$ cat src/rtl/mmc_fifo_pkg.sv
// mmc_fifo_pkg: shared states, source ids, header layout and header builder for the MMC TX FIFO scheduler
package mmc_fifo_pkg;
  typedef enum logic [1:0] {S_IDLE, S_HDR, S_BODY, S_FLUSH} state_t;
  localparam logic SRC_CMD = 1'b0;
  localparam logic SRC_DAT = 1'b1;
  localparam int HDR_LEN_LSB = 0;
  function automatic logic [63:0] build_hdr(input logic sel, input logic [31:0] len, input int n);
    return {32'd0, len} << HDR_LEN_LSB | 64'(sel) << (n - 1);
  endfunction
endpackage

$ cat src/rtl/mmc_fifo_rr_arb2.sv
// mmc_fifo_rr_arb2: two-way round-robin grant (cmd/dat); last-served moves only on packet completion
// ports: clk, rst_n, req_cmd, req_dat, done, done_src in; grant_valid, grant_src out
module mmc_fifo_rr_arb2
  import mmc_fifo_pkg::*;
(
  input  logic clk,
  input  logic rst_n,
  input  logic req_cmd,
  input  logic req_dat,
  input  logic done,
  input  logic done_src,
  output logic grant_valid,
  output logic grant_src
);
  logic last;
  always_ff @(posedge clk or negedge rst_n)
    if (!rst_n) last <= SRC_DAT;
    else if (done) last <= done_src;
  assign grant_valid = req_cmd | req_dat;
  assign grant_src = (req_cmd && req_dat) ? ~last : req_dat;
endmodule

$ cat src/rtl/mmc_fifo_tx_sched.sv
// mmc_fifo_tx_sched: shares the TX FIFO write port between command and data engines, frames packets, sequences abort/flush
// ports: iCLOCK/inRESET; cmd and dat valid/data/ready streams; iABORT; FIFO wr_en/wr_data/full/reset_sync; oBUSY, oDONE, oDONE_SRC
module mmc_fifo_tx_sched
  import mmc_fifo_pkg::*;
#(
  parameter int N = 16,
  parameter int CMD_WORDS = 3,
  parameter int BLK_WORDS = 256,
  parameter int LEN_N = 9,
  parameter int FLUSH_CYCLES = 4
) (
  input  logic         iCLOCK,
  input  logic         inRESET,
  input  logic         iCMD_VALID,
  input  logic [N-1:0] iCMD_DATA,
  output logic         oCMD_READY,
  input  logic         iDAT_VALID,
  input  logic [N-1:0] iDAT_DATA,
  output logic         oDAT_READY,
  input  logic         iABORT,
  output logic         oFIFO_WR_EN,
  output logic [N-1:0] oFIFO_WR_DATA,
  input  logic         iFIFO_WR_FULL,
  output logic         oFIFO_RESET_SYNC,
  output logic         oBUSY,
  output logic         oDONE,
  output logic         oDONE_SRC
);
  state_t state, state_nxt;
  logic sel, sel_nxt;
  logic [LEN_N-1:0] cnt, cnt_nxt, len;
  logic [N-1:0] hdr, src_data;
  logic grant_valid, grant_src, src_valid, hdr_wr, body_rdy, body_wr, last;
  mmc_fifo_rr_arb2 u_arb (
    .clk(iCLOCK), .rst_n(inRESET), .req_cmd(iCMD_VALID), .req_dat(iDAT_VALID),
    .done(last), .done_src(sel), .grant_valid(grant_valid), .grant_src(grant_src)
  );
  assign len = sel ? LEN_N'(BLK_WORDS) : LEN_N'(CMD_WORDS);
  assign hdr = N'(build_hdr(sel, 32'(len), N));
  assign src_valid = sel ? iDAT_VALID : iCMD_VALID;
  assign src_data = sel ? iDAT_DATA : iCMD_DATA;
  // abort suppresses every write and handshake in its cycle so the requester keeps the word
  assign hdr_wr = state == S_HDR && !iFIFO_WR_FULL && !iABORT;
  assign body_rdy = state == S_BODY && !iFIFO_WR_FULL && !iABORT;
  assign body_wr = body_rdy && src_valid;
  assign last = body_wr && cnt == LEN_N'(1);
  assign oCMD_READY = body_rdy && sel == SRC_CMD;
  assign oDAT_READY = body_rdy && sel == SRC_DAT;
  assign oFIFO_WR_EN = hdr_wr | body_wr;
  assign oFIFO_WR_DATA = hdr_wr ? hdr : body_wr ? src_data : '0;
  assign oBUSY = state != S_IDLE;
  assign oDONE = last;
  assign oDONE_SRC = last & sel;
  always_ff @(posedge iCLOCK or negedge inRESET)
    if (!inRESET) begin
      state <= S_IDLE;
      sel <= SRC_CMD;
      cnt <= '0;
      oFIFO_RESET_SYNC <= 1'b0;
    end else begin
      state <= state_nxt;
      sel <= sel_nxt;
      cnt <= cnt_nxt;
      oFIFO_RESET_SYNC <= iABORT;
    end
  // the word counter doubles as the flush timer while in FLUSH
  always_comb begin
    state_nxt = state;
    sel_nxt = sel;
    cnt_nxt = cnt;
    if (iABORT) begin
      state_nxt = S_FLUSH;
      cnt_nxt = LEN_N'(FLUSH_CYCLES - 1);
    end else
      case (state)
        S_IDLE: if (grant_valid) begin
          state_nxt = S_HDR;
          sel_nxt = grant_src;
          cnt_nxt = grant_src ? LEN_N'(BLK_WORDS) : LEN_N'(CMD_WORDS);
        end
        S_HDR: state_nxt = hdr_wr ? S_BODY : S_HDR;
        S_BODY: if (body_wr) begin
          cnt_nxt = cnt - LEN_N'(1);
          state_nxt = last ? S_IDLE : S_BODY;
        end
        default: begin
          state_nxt = cnt == '0 ? S_IDLE : S_FLUSH;
          cnt_nxt = cnt == '0 ? cnt : cnt - LEN_N'(1);
        end
      endcase
  end
endmodule

$ cat config.mk
export PLATFORM = sky130hd
export DESIGN_NAME = mmc_fifo_tx_sched
export DESIGN_NICKNAME = d
export VERILOG_FILES = /design/src/rtl/mmc_fifo_pkg.sv /design/src/rtl/mmc_fifo_rr_arb2.sv /design/src/rtl/mmc_fifo_tx_sched.sv
export SDC_FILE = /design/constraint.sdc
export NUM_CORES = 1
export LEC_CHECK = 0
export BUFFER_PORTS_ARGS = -buffer_cell sky130_fd_sc_hd__clkbuf_2
export CELL_PAD_IN_SITES_DETAIL_PLACEMENT = 0
export CELL_PAD_IN_SITES_GLOBAL_PLACEMENT = 1
export CORE_UTILIZATION = 31
export CTS_CLUSTER_SIZE = 30
export DETAILED_ROUTE_END_ITERATION = 12
export PLACE_DENSITY_LB_ADDON = 0.1
export SETUP_SLACK_MARGIN = 0.5
export SYNTH_ARGS = -nofsm -noshare
export SYNTH_HDL_FRONTEND = slang
export SYNTH_SLANG_ARGS = --single-unit
$ cat constraint.sdc
create_clock -name iCLOCK -period 2.7 [get_ports iCLOCK]
set_clock_uncertainty 0.15 [all_clocks]
set_input_delay 0 -clock iCLOCK [delete_from_list [all_inputs] [get_ports iCLOCK]]
set_output_delay 0 -clock iCLOCK [all_outputs]
set_load 0.02 [all_outputs]
* Word level (Yosys, flattened, before mapping)
Index checks and enable logic that the tools add are counted.
W data, S select, Z words.
** Word-level totals
- Output and inout port bits :: 23
- Register bits :: 14
- Input port bits :: 38
- Logic and storage cells :: 56
** Cells by class
- Multiplexer cells :: 19
- Bitwise gates (word level) :: 7
- Eq/ne operators :: 7
- $add $sub $neg :: 1
- Reductions and logical operators :: 17
** Operator list (number)
- $mux W9 :: 6
- $mux W16 :: 3
- $pmux W9 S3 :: 1
- $or A9 B16 Y16 :: 1
- $mux W2 :: 6
- $eq A9 B1 Y1 const B :: 1
- $logic_and A1 B1 Y1 :: 9
- $logic_not A9 Y1 :: 1
- $sub A9 B1 Y9 const B :: 1
- $ne A3 B3 Y1 const B :: 2
- $pmux W2 S3 :: 1
- $ne A4 B3 Y1 const B :: 1
- $reduce_and A4 Y1 :: 1
- $not A1 Y1 :: 3
- $reduce_and A3 Y1 :: 1
- $eq A2 B1 Y1 const B :: 1
- $eq A2 B2 Y1 const B :: 1
- $logic_not A1 Y1 :: 2
- $logic_not A2 Y1 :: 1
- $mux W1 :: 2
- $ne A2 B2 Y1 const B :: 1
- $or A1 B1 Y1 :: 2
- $reduce_and A2 Y1 :: 1
- $reduce_bool A2 Y1 :: 1
- $and A1 B1 Y1 :: 1

* Logic depth before layout (Yosys ltp)
- Depth after elaboration :: 9
- Mapped depth :: 7
- Mapped depth without buffers :: 7

* Cells and area by module
Synthesis repeated with hierarchy kept, for this count alone.
** Unflattened totals
- Cells, all modules :: 145
- Area, all modules :: 1297.5 sq um
** By module, submodules not included
- mmc_fifo_tx_sched :: sequential area each 325.3 sq um, area an instance 1242.4 sq um, times used 1, cells an instance 141
- mmc_fifo_rr_arb2 :: sequential area each 26.3 sq um, area an instance 55.1 sq um, times used 1, cells an instance 4

* Worst setup path before layout
OpenSTA, ideal clock, no wires.
- Path kind :: reg-to-reg
- From :: register cnt[6]
- To :: register cnt[0]
- Buffers on the path :: 0
- Path slack :: 0.596 ns
- Stages on the path, launching flop included :: 5
- Period minus slack after synthesis :: 2.104 ns
- Data required time :: 2.422 ns
- Arrival time :: 1.827 ns
- Library setup time :: 0.128 ns
- Cell sequence :: dfrtp_1 -> or4_4 -> o31a_4 -> o21ai_4 -> mux2_1
** On the way
- Word-level cells in the longest chain between the ends :: 3
** RTL lines
- from (decl) :: RTL line mmc_fifo_tx_sched.sv:31 : logic [LEN_N-1:0] cnt, cnt_nxt, len;
- from (signal assigned) :: RTL line mmc_fifo_tx_sched.sv:63 : cnt <= cnt_nxt;
- $logic_not A9 Y1 :: RTL line mmc_fifo_tx_sched.sv:88 : cnt_nxt = cnt == '0 ? cnt : cnt - LEN_N'(1);
- $ne A4 B3 Y1 (no source line)
- $reduce_and A4 Y1 (no source line)
No other way between the ends.
A chain may end at the register's enable or synchronous reset.

* Worst setup path after layout
- From :: register cnt[2]
- To :: register cnt[0]
Same word-level chain as after synthesis.

==> metrics.cfg <==
[status]
outcome=finished, final reports clean

[global_route]
grt_pass1_vias=1157
grt-ovfl-total=0
grt_max_degree=24
antenna_found_initial=0
grt_first_pass_wirelength_um=5190
grt_util_all_layers_pct=16.1

[routing]
dr_total_vias=1186
viasPerCell=4.88
drt_pass1_iterations=4
wl_um=3100
detail-route-antenna-nets=0
wl_per_cell_um=12.8
drt_iter0_markers=23
drc=0

[synth]
synth_area_leaders=dfrtp_1 28%, mux2i_1 13%, nor2_1 9.0%
netlist_instances=133
synth_top_family_by_area=simple AND/OR/NAND/NOR gates
synth-compound-area-share_pct=20.3
synthArstFlopShare_pct=100
syn_avg_cell_area_sq_um=8.76
synthAdderAreaFrac_pct=3.22
synth_area_sq_um=1160
synth_mux_area_share_pct=15.8
ys_types=38
ys.warnings.count=0
yosysTopAreaCell=dfrtp_1
ys_seq_area_share_pct=30.2
synthesis.nets=174
synth_xor_area_share_pct=3.01
synth-seq-cells=14
synthSimpleGateAreaFrac_pct=22.7
synth_edf_count=0
ys.flop_type=dfrtp_1
yosysTopAreaCellShare_pct=27.9

[sta]
drv_slew=0
fmax_ghz=0.470
grt_setup_unrepaired=no
fin_crit_sh_pct=78.8
hold_violations=0
final-setup-viol-count=0
worstMarginPinSlew_ns=0.534
slew_headroom_pct=63.4
fin_crit_ns=2.13
fin_tns_setup_ns=0

[pwr]
p_sw_share_pct=42.5
p_int_w=0.000681
combPwrFrac_pct=51.8
clkPwrFrac_pct=17.6
ir_drop_uv=439
pwr-share-seq_pct=30.6
p_leak_nw=0.833
p_sw_w=0.000503
powerDensity_nw_per_um2=729

[worst_setup_path]
cp-start-kind=register
worstPathArrival_ns=2.11
critPathRequiredTime_ns=2.68
path_max_fanout=7
path_class=reg -> reg
cp-end-kind=register

[layout]
antenna_cells=0
multi_input_area_sq_um=766
final_nets=239
register_area_sq_um=353
final_cells=243
layout-drive-gt1-share_pct=41.1
fin_area_sq_um=1620
num-fill-cells=355
area_growth_pct=39.4

[min_path]
hold_class=in -> async

[clock_network]
cts_buffer_depth=2
tritoncts=built
cts_sinks=14
path_clk_slew_ns=0.06
htreeDepth=1
insertion_delay_ns=0.24
cts_buffers=3
cts_root_buf=clkbuf_8

[placement]
port_buffers=60
globalplace.congestion=0.860
place_hpwl_um=2400
dp_cells=233
dpl-instance-area_sq_um=1500

[floorplanning]
coreArea_sq_um=3470
dieArea_sq_um=4010
start_util_pct=33.6
die_h_um=63.3
io_pins=61
rows=21
die_w_um=63.3

[run]
cap_violations=0

## flip-flops by register name (all words and copies together) (netlist names)
signal,flops
cnt,9
state,2
oFIFO_RESET_SYNC,1
sel,1
u_arb.last,1
## area by class of cell
class | count | share of cell area [%]
inverter | 6 | 1.39
sequential | 14 | 21.7
timing repair buffer | 68 | 22.8
clock buffer | 4 | 3.39
tap | 46 | 3.54
multi-input combinational | 105 | 47.1
## per-stage QoR
| stage | hold WS, ns | util, % | setup WS (ns) | power, W |
|---|---|---|---|---|
| 5_1_grt | 0.0656 | 46.8 | 0.507 | 0.00128 |
| 3_3_place_gp | -0.224 | 43.4 | 0.546 | 0.000960 |
| 4_1_cts | 0.0644 | 46.4 | 0.504 | 0.00119 |
| 3_5_place_dp | -0.213 | 43.4 | 0.506 | 0.000970 |
| 6_report | 0.0504 | 46.8 | 0.573 | 0.00118 |
| 2_1_floorplan | -0.446 | - | 0.596 | 0.000831 |
## cell usage after synthesis, drive strengths merged, types with 3 or more instances
cell type,n
nor2,28
mux2i,15
dfrtp,13
a21oi,7
nand2,7
inv,6
clkbuf,5
o21ai,5
o211ai,4
or4,4
xor2,4
buf,3
ha,3
mux2,3
nand2b,3
nor4,3
## routing by layer
layer  up-vias  GRT usage (%)  routed length [um]
li1        602              -                   -
met1       544           20.3                1350
met2        38           28.0                1560
met3         2           3.99                 180
met4         0           2.56                  10
met5         -              0                   0
## path summary, 6_finish.rpt
path                                  from         end  slack (ns)  cells past startpoint
worst max-delay path                cnt[2]      cnt[0]        0.57                      4
worst min-delay path               inRESET      cnt[7]        0.05                      2
worst max register to register      cnt[2]      cnt[0]        0.57                      4
worst min register to register      cnt[1]      cnt[1]        0.38                      1
max in group asynchronous          inRESET  u_arb.last        2.04                      2
min in group iCLOCK             iDAT_VALID         sel        0.07                      3
## logic make-up after synthesis
kind of cell             Yosys count
AO/OA/AOI/OAI                     28
adder cells (fa/ha/maj)            3
buffers and inverters             14
flip-flops                        14
AND/OR/NAND/NOR                   52
multiplexers                      18
XOR/XNOR                           4
## worst max-delay path: stages (launching register included)
cell	delay (ns)
dfrtp_1	0.41
or4_4	0.54
o31a_4	0.40
o21ai_4	0.18
mux2_1	0.34
## what timing repair did
| item | 4_1_cts | 5_1_grt |
|---|---|---|
| hold buffers | 4 | 0 |
| pin swaps | 0 | 2 |
| gates resized for setup | 1 | 2 |
| buffers inserted | 1 | 1 |
| hold endpoints to repair | 17 | 0 |
| endpoints found under the setup margin | 16 | 8 |
## placed cells by master (no fill, tap or decap), types with 3 or more instances in the layout
cell type and instances:
xor2_1 4, dfrtp_1 12, o211ai_1 3, dlygate4sd3_1 4, nor2_1 28, o21ai_0 4
ha_1 3, a21oi_1 7, clkbuf_8 4, inv_1 6, buf_4 4, nand2_1 7
clkbuf_2 60, mux2i_1 15
## power by group through the flow
stage	logic, W	clock network, W	registers [W]
after floorplan	0.000504	0	0.000327
after global placement	0.000597	0	0.000363
after detailed placement	0.000605	0	0.000364
after CTS	0.000621	0.000214	0.000359
after global routing	0.000678	0.000227	0.000377
final	0.000614	0.000208	0.000362
Power figures use the tool's default switching activity.
